File: config.mk
export PLATFORM = sky130hd
export DESIGN_NAME = comparator_seq_flat
export DESIGN_NICKNAME = d
export VERILOG_FILES = /design/src/rtl/comparator_seq_pkg.sv /design/src/rtl/comparator_seq_if.sv /design/src/rtl/comparator_seq_chunk.sv /design/src/rtl/comparator_seq.sv /design/src/flat_wrapper.sv
export SDC_FILE = /design/constraint.sdc
export NUM_CORES = 1
export LEC_CHECK = 0
export BUFFER_PORTS_ARGS = -buffer_cell sky130_fd_sc_hd__buf_2
export CORE_MARGIN = 2
export CORE_UTILIZATION = 53
export DETAILED_ROUTE_END_ITERATION = 16
export PLACE_DENSITY = 0.79
export SLEW_MARGIN = 20
export SYNTH_ARGS = -nofsm -noshare
export SYNTH_HDL_FRONTEND = slang
export SYNTH_SLANG_ARGS = --single-unit
File: constraint.sdc
create_clock -name clk -period 6.95 [get_ports clk]
set_clock_uncertainty 0.1 [all_clocks]
set_input_delay 0.695 -clock clk [delete_from_list [all_inputs] [get_ports clk]]
set_output_delay 0.695 -clock clk [all_outputs]
set_load 0.005 [all_outputs]
File: src/rtl/comparator_seq_pkg.sv
// Shared types and helpers for the sequential chunked comparator.
package comparator_pkg;

  typedef enum logic [1:0] {S_IDLE, S_BUSY, S_DONE} cmp_state_t;

  // Index register width for a given chunk count; never narrower than one bit.
  function automatic int cmp_idx_w(input int nchunk);
    return (nchunk > 1) ? $clog2(nchunk) : 1;
  endfunction

endpackage

File: src/rtl/comparator_seq_if.sv
// Producer/consumer handshake bundle for comparator_seq.
interface comparator_seq_if #(
  parameter int N = 32
);
  logic         i_valid;
  logic         i_ready;
  logic [N-1:0] a;
  logic [N-1:0] b;
  logic         is_signed;
  logic         o_valid;
  logic         o_ready;
  logic         eq;
  logic         lt;
  logic         gt;

  modport master (
    output i_valid, a, b, is_signed, o_ready,
    input  i_ready, o_valid, eq, lt, gt
  );

  modport slave (
    input  i_valid, a, b, is_signed, o_ready,
    output i_ready, o_valid, eq, lt, gt
  );
endinterface

File: src/rtl/comparator_seq_chunk.sv
// Combinational CHUNK-bit slice compare: equality, unsigned and signed less-than.
module comparator_chunk #(
  parameter int CHUNK = 8
) (
  input  logic [CHUNK-1:0] ca,
  input  logic [CHUNK-1:0] cb,
  output logic             ch_eq,
  output logic             ch_lt_u,
  output logic             ch_lt_s
);
  logic signed [CHUNK-1:0] ca_s;
  logic signed [CHUNK-1:0] cb_s;

  assign ca_s    = ca;
  assign cb_s    = cb;
  assign ch_eq   = (ca == cb);
  assign ch_lt_u = (ca < cb);
  assign ch_lt_s = (ca_s < cb_s);
endmodule

File: src/rtl/comparator_seq.sv
// Multi-cycle magnitude/equality comparator, MSB chunk first.
// Define COMPARATOR_SEQ_EARLY_EXIT_EN to finish right after the first differing chunk.
module comparator_seq
  import comparator_pkg::*;
#(
  parameter int N     = 32,
  parameter int CHUNK = 8
) (
  input logic             clk,
  input logic             rst_n,
  comparator_seq_if.slave bus
);
  localparam int NCHUNK = N / CHUNK;
  localparam int IDX_W  = cmp_idx_w(NCHUNK);
  localparam logic [IDX_W-1:0] IDX_TOP = IDX_W'(NCHUNK - 1);

  cmp_state_t       state;
  logic [IDX_W-1:0] idx;
  logic             decided;
  logic             lt_r;
  logic             gt_r;
  logic             res_vld;
  logic             res_eq;
  logic             res_lt;
  logic             res_gt;

  logic [N-1:0]     a_p0;
  logic [N-1:0]     b_p0;
  logic             sgn_p0;

  logic [CHUNK-1:0] ca;
  logic [CHUNK-1:0] cb;
  logic             ch_eq;
  logic             ch_lt_u;
  logic             ch_lt_s;
  logic             hit;
  logic             hit_lt;
  logic             last;

  assign bus.i_ready = (state == S_IDLE);
  assign bus.o_valid = res_vld;
  assign bus.eq      = res_eq;
  assign bus.lt      = res_lt;
  assign bus.gt      = res_gt;

  // Operand capture on accept
  always_ff @(posedge clk) begin
    if (state == S_IDLE && bus.i_valid) begin
      a_p0   <= bus.a;
      b_p0   <= bus.b;
      sgn_p0 <= bus.is_signed;
    end
  end

  assign ca = a_p0[idx*CHUNK +: CHUNK];
  assign cb = b_p0[idx*CHUNK +: CHUNK];

  comparator_chunk #(.CHUNK(CHUNK)) u_chunk (
    .ca      (ca),
    .cb      (cb),
    .ch_eq   (ch_eq),
    .ch_lt_u (ch_lt_u),
    .ch_lt_s (ch_lt_s)
  );

  // Only the top chunk carries the sign; lower chunks are plain magnitude.
  assign hit    = !decided && !ch_eq;
  assign hit_lt = (idx == IDX_TOP && sgn_p0) ? ch_lt_s : ch_lt_u;

`ifdef COMPARATOR_SEQ_EARLY_EXIT_EN
  assign last = (idx == '0) || hit;
`else
  assign last = (idx == '0);
`endif

  // Chunk walk and result handshake
  always_ff @(posedge clk or negedge rst_n) begin
    if (!rst_n) begin
      state   <= S_IDLE;
      idx     <= IDX_TOP;
      decided <= 1'b0;
      lt_r    <= 1'b0;
      gt_r    <= 1'b0;
      res_vld <= 1'b0;
      res_eq  <= 1'b0;
      res_lt  <= 1'b0;
      res_gt  <= 1'b0;
    end else begin
      case (state)
        S_IDLE: begin
          if (bus.i_valid) begin
            state   <= S_BUSY;
            idx     <= IDX_TOP;
            decided <= 1'b0;
            lt_r    <= 1'b0;
            gt_r    <= 1'b0;
          end
        end
        S_BUSY: begin
          if (hit) begin
            decided <= 1'b1;
            lt_r    <= hit_lt;
            gt_r    <= !hit_lt;
          end
          if (last) begin
            state   <= S_DONE;
            res_vld <= 1'b1;
            res_eq  <= !(decided || hit);
            res_lt  <= hit ? hit_lt : lt_r;
            res_gt  <= hit ? !hit_lt : gt_r;
          end else begin
            idx <= idx - 1'b1;
          end
        end
        S_DONE: begin
          if (bus.o_ready) begin
            state   <= S_IDLE;
            res_vld <= 1'b0;
          end
        end
        default: state <= S_IDLE;
      endcase
    end
  end
endmodule

File: src/flat_wrapper.sv
// flat-port wrapper written by rule: the top's interface ports become plain ports
module comparator_seq_flat import comparator_pkg::*;
#(
  parameter int N     = 32,
  parameter int CHUNK = 8
)
  (clk, rst_n, bus_i_valid, bus_a, bus_b, bus_is_signed, bus_o_ready, bus_i_ready, bus_o_valid, bus_eq, bus_lt, bus_gt);
  comparator_seq_if #(.N(N)) bus_i ();
  input logic clk;
  input logic rst_n;
  input wire logic [$bits(bus_i.i_valid)-1:0] bus_i_valid;
  input wire logic [$bits(bus_i.a)-1:0] bus_a;
  input wire logic [$bits(bus_i.b)-1:0] bus_b;
  input wire logic [$bits(bus_i.is_signed)-1:0] bus_is_signed;
  input wire logic [$bits(bus_i.o_ready)-1:0] bus_o_ready;
  output wire logic [$bits(bus_i.i_ready)-1:0] bus_i_ready;
  output wire logic [$bits(bus_i.o_valid)-1:0] bus_o_valid;
  output wire logic [$bits(bus_i.eq)-1:0] bus_eq;
  output wire logic [$bits(bus_i.lt)-1:0] bus_lt;
  output wire logic [$bits(bus_i.gt)-1:0] bus_gt;
  assign bus_i.i_valid = bus_i_valid;
  assign bus_i.a = bus_a;
  assign bus_i.b = bus_b;
  assign bus_i.is_signed = bus_is_signed;
  assign bus_i.o_ready = bus_o_ready;
  assign bus_i_ready = bus_i.i_ready;
  assign bus_o_valid = bus_i.o_valid;
  assign bus_eq = bus_i.eq;
  assign bus_lt = bus_i.lt;
  assign bus_gt = bus_i.gt;
  comparator_seq #(.N(N), .CHUNK(CHUNK)) u_core (.clk(clk), .rst_n(rst_n), .bus(bus_i));
endmodule
-- Yosys cells after proc, flatten, opt, wreduce, memory -nomap -nowiden
Index checks and enable logic that the tools add are counted.
- register bits after elaboration: 76
- logic and storage cells: 62
- output and inout bits: 5
- reductions and logical operators: 18
- magnitude comparators: 2
- add/sub/neg operators: 1
- eq/ne operators: 9
- shifts and indexed selects: 2
- multiplexer cells: 18
- operator list (kind ; count):
    $shiftx A32 B6 Y8 ; 2
    $lt A8 B8 Y1 ; 2
    $reduce_and A3 Y1 ; 4
    $mux W2 ; 5
    $eq A8 B8 Y1 ; 1
    $pmux W1 S2 ; 4
    $mux W1 ; 7
    $ne A2 B2 Y1 const B ; 3
    $pmux W2 S3 ; 1
    $eq A2 B2 Y1 const B ; 2
    $logic_not A1 Y1 ; 4
    $logic_not A2 Y1 ; 2
    $ne A2 B1 Y1 const B ; 2
    $pmux W2 S2 ; 1
    $reduce_and A2 Y1 ; 2
    $reduce_bool A2 Y1 ; 2
    $logic_and A1 B1 Y1 ; 3
    $eq A2 B1 Y1 const B ; 1
    $sub A2 B1 Y2 const B ; 1
    $logic_or A1 B1 Y1 ; 1

-- Longest topological paths before layout
- word-level depth: 6
- depth in mapped cells: 9
- mapped depth without buffers: 8

-- Modules after synthesis
From an unflattened synthesis, not the netlist that was laid out.
- cells, all modules: 180
- area, all modules: 3199.3 µm²
- modules (own cells, without submodules) (module ; area an instance (µm²) ; times used ; cells each ; seq. area each (µm²)):
    comparator_seq ; 2966.6 ; 1 ; 145 ; 2229.6
    comparator_chunk ; 232.7 ; 1 ; 35 ; 0.0

-- Worst setup path after synthesis
OpenSTA, ideal clock, no wires.
- path type: input to register
- start point: input bus_i_valid
- end point: register u_core.a_p0[0] (enable)
- stages on the path: 2
- library setup time: 0.568 ns
- data arrival time: 5.160 ns
- slack: 1.121 ns
- path through: inv_1 > nor3_1
- word-level cells in the longest chain between the ends: 1
- ends and longest elaborated chain (item ; line ; text):
    from (decl) ; flat_wrapper.sv:11 ; input wire logic [$bits(bus_i.i_valid)-1:0] bus_i_valid;
    $logic_and A1 B1 Y1 ; comparator_seq.sv:48 ; if (state == S_IDLE && bus.i_valid) begin
    to (signal assigned) ; comparator_seq.sv:49 ; a_p0 <= bus.a;
    to (decl) ; comparator_seq.sv:27 ; logic [N-1:0] a_p0;
No other way between the ends.
A chain may end at the register's enable or synchronous reset.

-- Final worst setup path
- start point: register u_core.idx[0]
- end point: register u_core.lt_r
- word-level cells in the longest chain between the ends: 6
- elaborated cells between the ends (all ways): 12
- classes of those cells: 2 x order compare; 2 x eq/ne; 2 x shift; 3 x mux; 3 x reduce/logical
- ends and longest elaborated chain (item ; line ; text):
    from (decl) ; comparator_seq.sv:18 ; logic [IDX_W-1:0] idx;
    from (signal assigned) ; comparator_seq.sv:112 ; idx <= idx - 1'b1;
    parallel branches: the longest is 4 deep, another holds $lt A8 B8 Y1 ; n/a ;
    $mux W1 * ; comparator_seq.sv:100 ; if (hit) begin
    $pmux W1 S2 * ; comparator_seq.sv:89 ; case (state)
    to (signal assigned) ; comparator_seq.sv:102 ; lt_r <= hit_lt;
    to (decl) ; comparator_seq.sv:20 ; logic lt_r;
Every way passes the cells marked *.

==> results_dict.tcl <==
set metrics [dict create \
    kind_of_capture_point_of_the_worst_setup_path "register" \
    gr-total-overflow 0 \
    groute.layer.met2.usage 0.266 \
    period_needed_ps 2880 \
    max_slew.worst_pin.slew_ps 520 \
    power_leakage_nw 1.55 \
    insertedDiodeCount 0 \
    synth-seq-cells 76 \
    timing.hold.ws_ps 109 \
    power_per_cell_area_nw_per_um2 376 \
    syn_to_final_growth_pct 19.5 \
    critical_path_cell_count 7 \
    postLayoutCoreUtil 0.648 \
    switching_share 0.310 \
    most-common-layout-cells "buf_2 (73), edfxtp_1 (65), mux4_1 (15), inv_1 (14), ha_1 (10)" \
    postSynthAreaPerCell_um2 17.8 \
    port_buffers 73 \
    synth.yosys.seq_area_share 0.699 \
    grt_setup_unrepaired "no" \
    tritoncts_clock_tree "built" \
    critical_path.max_fanout 20 \
    nets 338 \
    avgRoutedWirePerCell_um 15.2 \
    setup-tns-final_ps 0 \
    synthesis.nets 258 \
    worst_r2r_path_depth 7 \
    grt_pass1_wl_mm 8.00 \
    cts_made_buffers 9 \
    path_cells "mux4_1 > ha_1 > a21oi_1 > o21ai_0 > o32a_1 > or2_0 > o211ai_2" \
    finalNonFillerCells 338 \
    cells_after_dpl 323 \
    critical_path.startpoint_type "register" \
    cts_root_buffer "clkbuf_8" \
    finalHoldViolCount 0 \
    worst_path_max_delay_cell "dfstp_2" \
    report.final.setup_viol 0 \
    grt_antenna_before_repair 0 \
    non_filler_cell_area_final_um2 3810 \
    pin_count 74 \
    postSynthCellCount 179 \
    grt-busiest-layer "met2" \
    most_frequent_standard_cell_in_the_layout_excluding_fill_and_tap_cells "buf_2" \
    die-area_um2 6660 \
    crit_required_ps 7120 \
    synth_cell_types 31 \
    drc 0 \
    cts_hold_repair.buffers 0 \
    grt_util_met3 0.0582 \
    max_slew_margin 0.653 \
    cts_max_path_buffers 2 \
    cp.buffers_inverters 0 \
    proportion_of_power_drawn_by_combinational_gates 0.299 \
    floorplan.initialDensity 0.542 \
    cts.repair.resized 0 \
    switching_power_uw 444 \
    result_of_the_run "finished clean" \
    placement.cell_area_um2 3620 \
    drt_first_pass_iters 4 \
    maxCapViolations 0 \
    chipHeight_um 81.6 \
    drive_above_1_share 0.376 \
    dpl.hpwl_mm 3.68 \
    design.core.area_um2 5890 \
    synth_cell_area_um2 3190 \
    groute.layer.met1.usage 0.215 \
    fp-row-count 28 \
    fin_crit_sh 0.414 \
    worstHoldPathType "input port to async pin" \
    die_width_um 81.6 \
    power.clock.fraction 0.221 \
    globalplace.congestion 0.877 \
    iteration_0_drc_markers 70 \
    gr-usage-all-layers 0.172 \
    cp_slowest_stage_delay_ps 870 \
    internal-power_uw 989 \
    clock_latency_ps 350 \
    path_clk_slew_ps 70 \
    portion_of_total_power_attributed_to_sequential_cells 0.480 \
    largest_net_degree_at_the_start_of_global_routing 34 \
    ir_drop_mv 0.212 \
    fmaxAchievable_mhz 348 \
    vias 1781 \
    worstPathArrival_ps 3040 \
    cts_setup_buffers 0 \
    avgViaCountPerCell 5.27 \
    worst_path_dominant_cell_family "flip-flops" \
    antenna_violating_nets_post_route 0 \
    cts_num_sinks 76 \
    routed_wl_mm 5.15 \
    drv_slew 0 \
    worstSetupPathType "register to register" \
    synth-warning-count 0 \
    first_global_vias 1739 \
    h-tree-depth 3 \
]
## power by group through the flow
stage / Sequential [mW] / Clock [mW] / Combinational (mW)
after floorplan: 0.649 / 0 / 0.383
after global routing: 0.702 / 0.344 / 0.482
after global placement: 0.694 / 0 / 0.415
final: 0.688 / 0.317 / 0.428
after CTS: 0.691 / 0.326 / 0.431
after detailed placement: 0.701 / 0 / 0.428
## logic make-up (layout without fill, tap and decap cells)
logic type	after synthesis	after routing	share of synthesized area
compound gates	26	26	0.0517
buf+inv	20	104	0.0310
flops	76	76	0.699
simple gates	30	30	0.0459
fa+ha+maj	10	10	0.0392
mux	17	17	0.134
## cell usage after synthesis
| cell type | n | share of area |
|---|---|---|
| nor2_2 | 2 | 0.0039 |
| buf_8 | 1 | 0.0047 |
| buf_2 | 4 | 0.0063 |
| edfxtp_1 | 65 | 0.61 |
| o21a_1 | 1 | 0.0024 |
| nand2_1 | 9 | 0.011 |
| o32a_1 | 1 | 0.0031 |
| nand4_1 | 1 | 0.0020 |
| or2_0 | 1 | 0.0020 |
| nor2_1 | 9 | 0.011 |
| mux4_2 | 1 | 0.0071 |
| nand4_2 | 1 | 0.0039 |
| o21ai_0 | 9 | 0.014 |
| a22o_1 | 2 | 0.0055 |
| o21bai_1 | 1 | 0.0024 |
| a21oi_1 | 7 | 0.011 |
| nor3_1 | 1 | 0.0016 |
| o211ai_1 | 2 | 0.0047 |
| dfrtp_1 | 9 | 0.071 |
| nor2b_1 | 1 | 0.0020 |
| ha_1 | 10 | 0.039 |
| buf_6 | 1 | 0.0035 |
| o211ai_2 | 1 | 0.0039 |
| mux2i_1 | 1 | 0.0031 |
| a22oi_1 | 2 | 0.0047 |
| mux4_1 | 15 | 0.12 |
| nand3b_1 | 1 | 0.0024 |
| dfstp_2 | 2 | 0.016 |
| or2_2 | 2 | 0.0039 |
| nand3_1 | 2 | 0.0031 |
| inv_1 | 14 | 0.016 |
## cell type report
| class | count | area (µm²) |
|---|---|---|
| timing repair buffer | 75 | 380 |
| fill | 422 | 2070 |
| inverter | 14 | 52.6 |
| sequential | 76 | 2230 |
| tap | 75 | 93.8 |
| clock buffer | 9 | 124 |
| multi-input combinational | 83 | 868 |
| clock inverter | 6 | 66.3 |
## registers in the layout (all words and copies together), names as in the netlist
name	count
u_core.a_p0	32
u_core.b_p0	32
u_core.idx	2
u_core.state	2
u_core.bus.eq	1
u_core.bus.gt	1
u_core.bus.lt	1
u_core.bus.o_valid	1
u_core.decided	1
u_core.gt_r	1
u_core.lt_r	1
u_core.sgn_p0	1
## final timing paths
| path | startpoint | end | slack, ps |
|---|---|---|---|
| worst max-delay path | u_core.idx[0] | u_core.lt_r | 4070 |
| max in group asynchronous | rst_n | u_core.idx[0] | 6370 |
| worst max register to register | u_core.idx[0] | u_core.lt_r | 4070 |
| worst min-delay path | rst_n | u_core.state[1] | 110 |
| worst min register to register | u_core.bus.lt | u_core.bus.lt | 410 |
| min in group clk | u_core.bus.lt | u_core.bus.lt | 410 |
## layer usage
layer,vias up,share of wire
met5,-,0
li1,864,-
met4,0,0.026
met3,12,0.064
met2,64,0.50
met1,841,0.41
## through the flow
step	setup WS, ps	power, mW
detailed placement	4060	1.13
global route	3880	1.53
global placement	4130	1.11
floorplan	1120	1.03
CTS	4040	1.45
finish	4070	1.43
(Power assumes the default switching activity.)
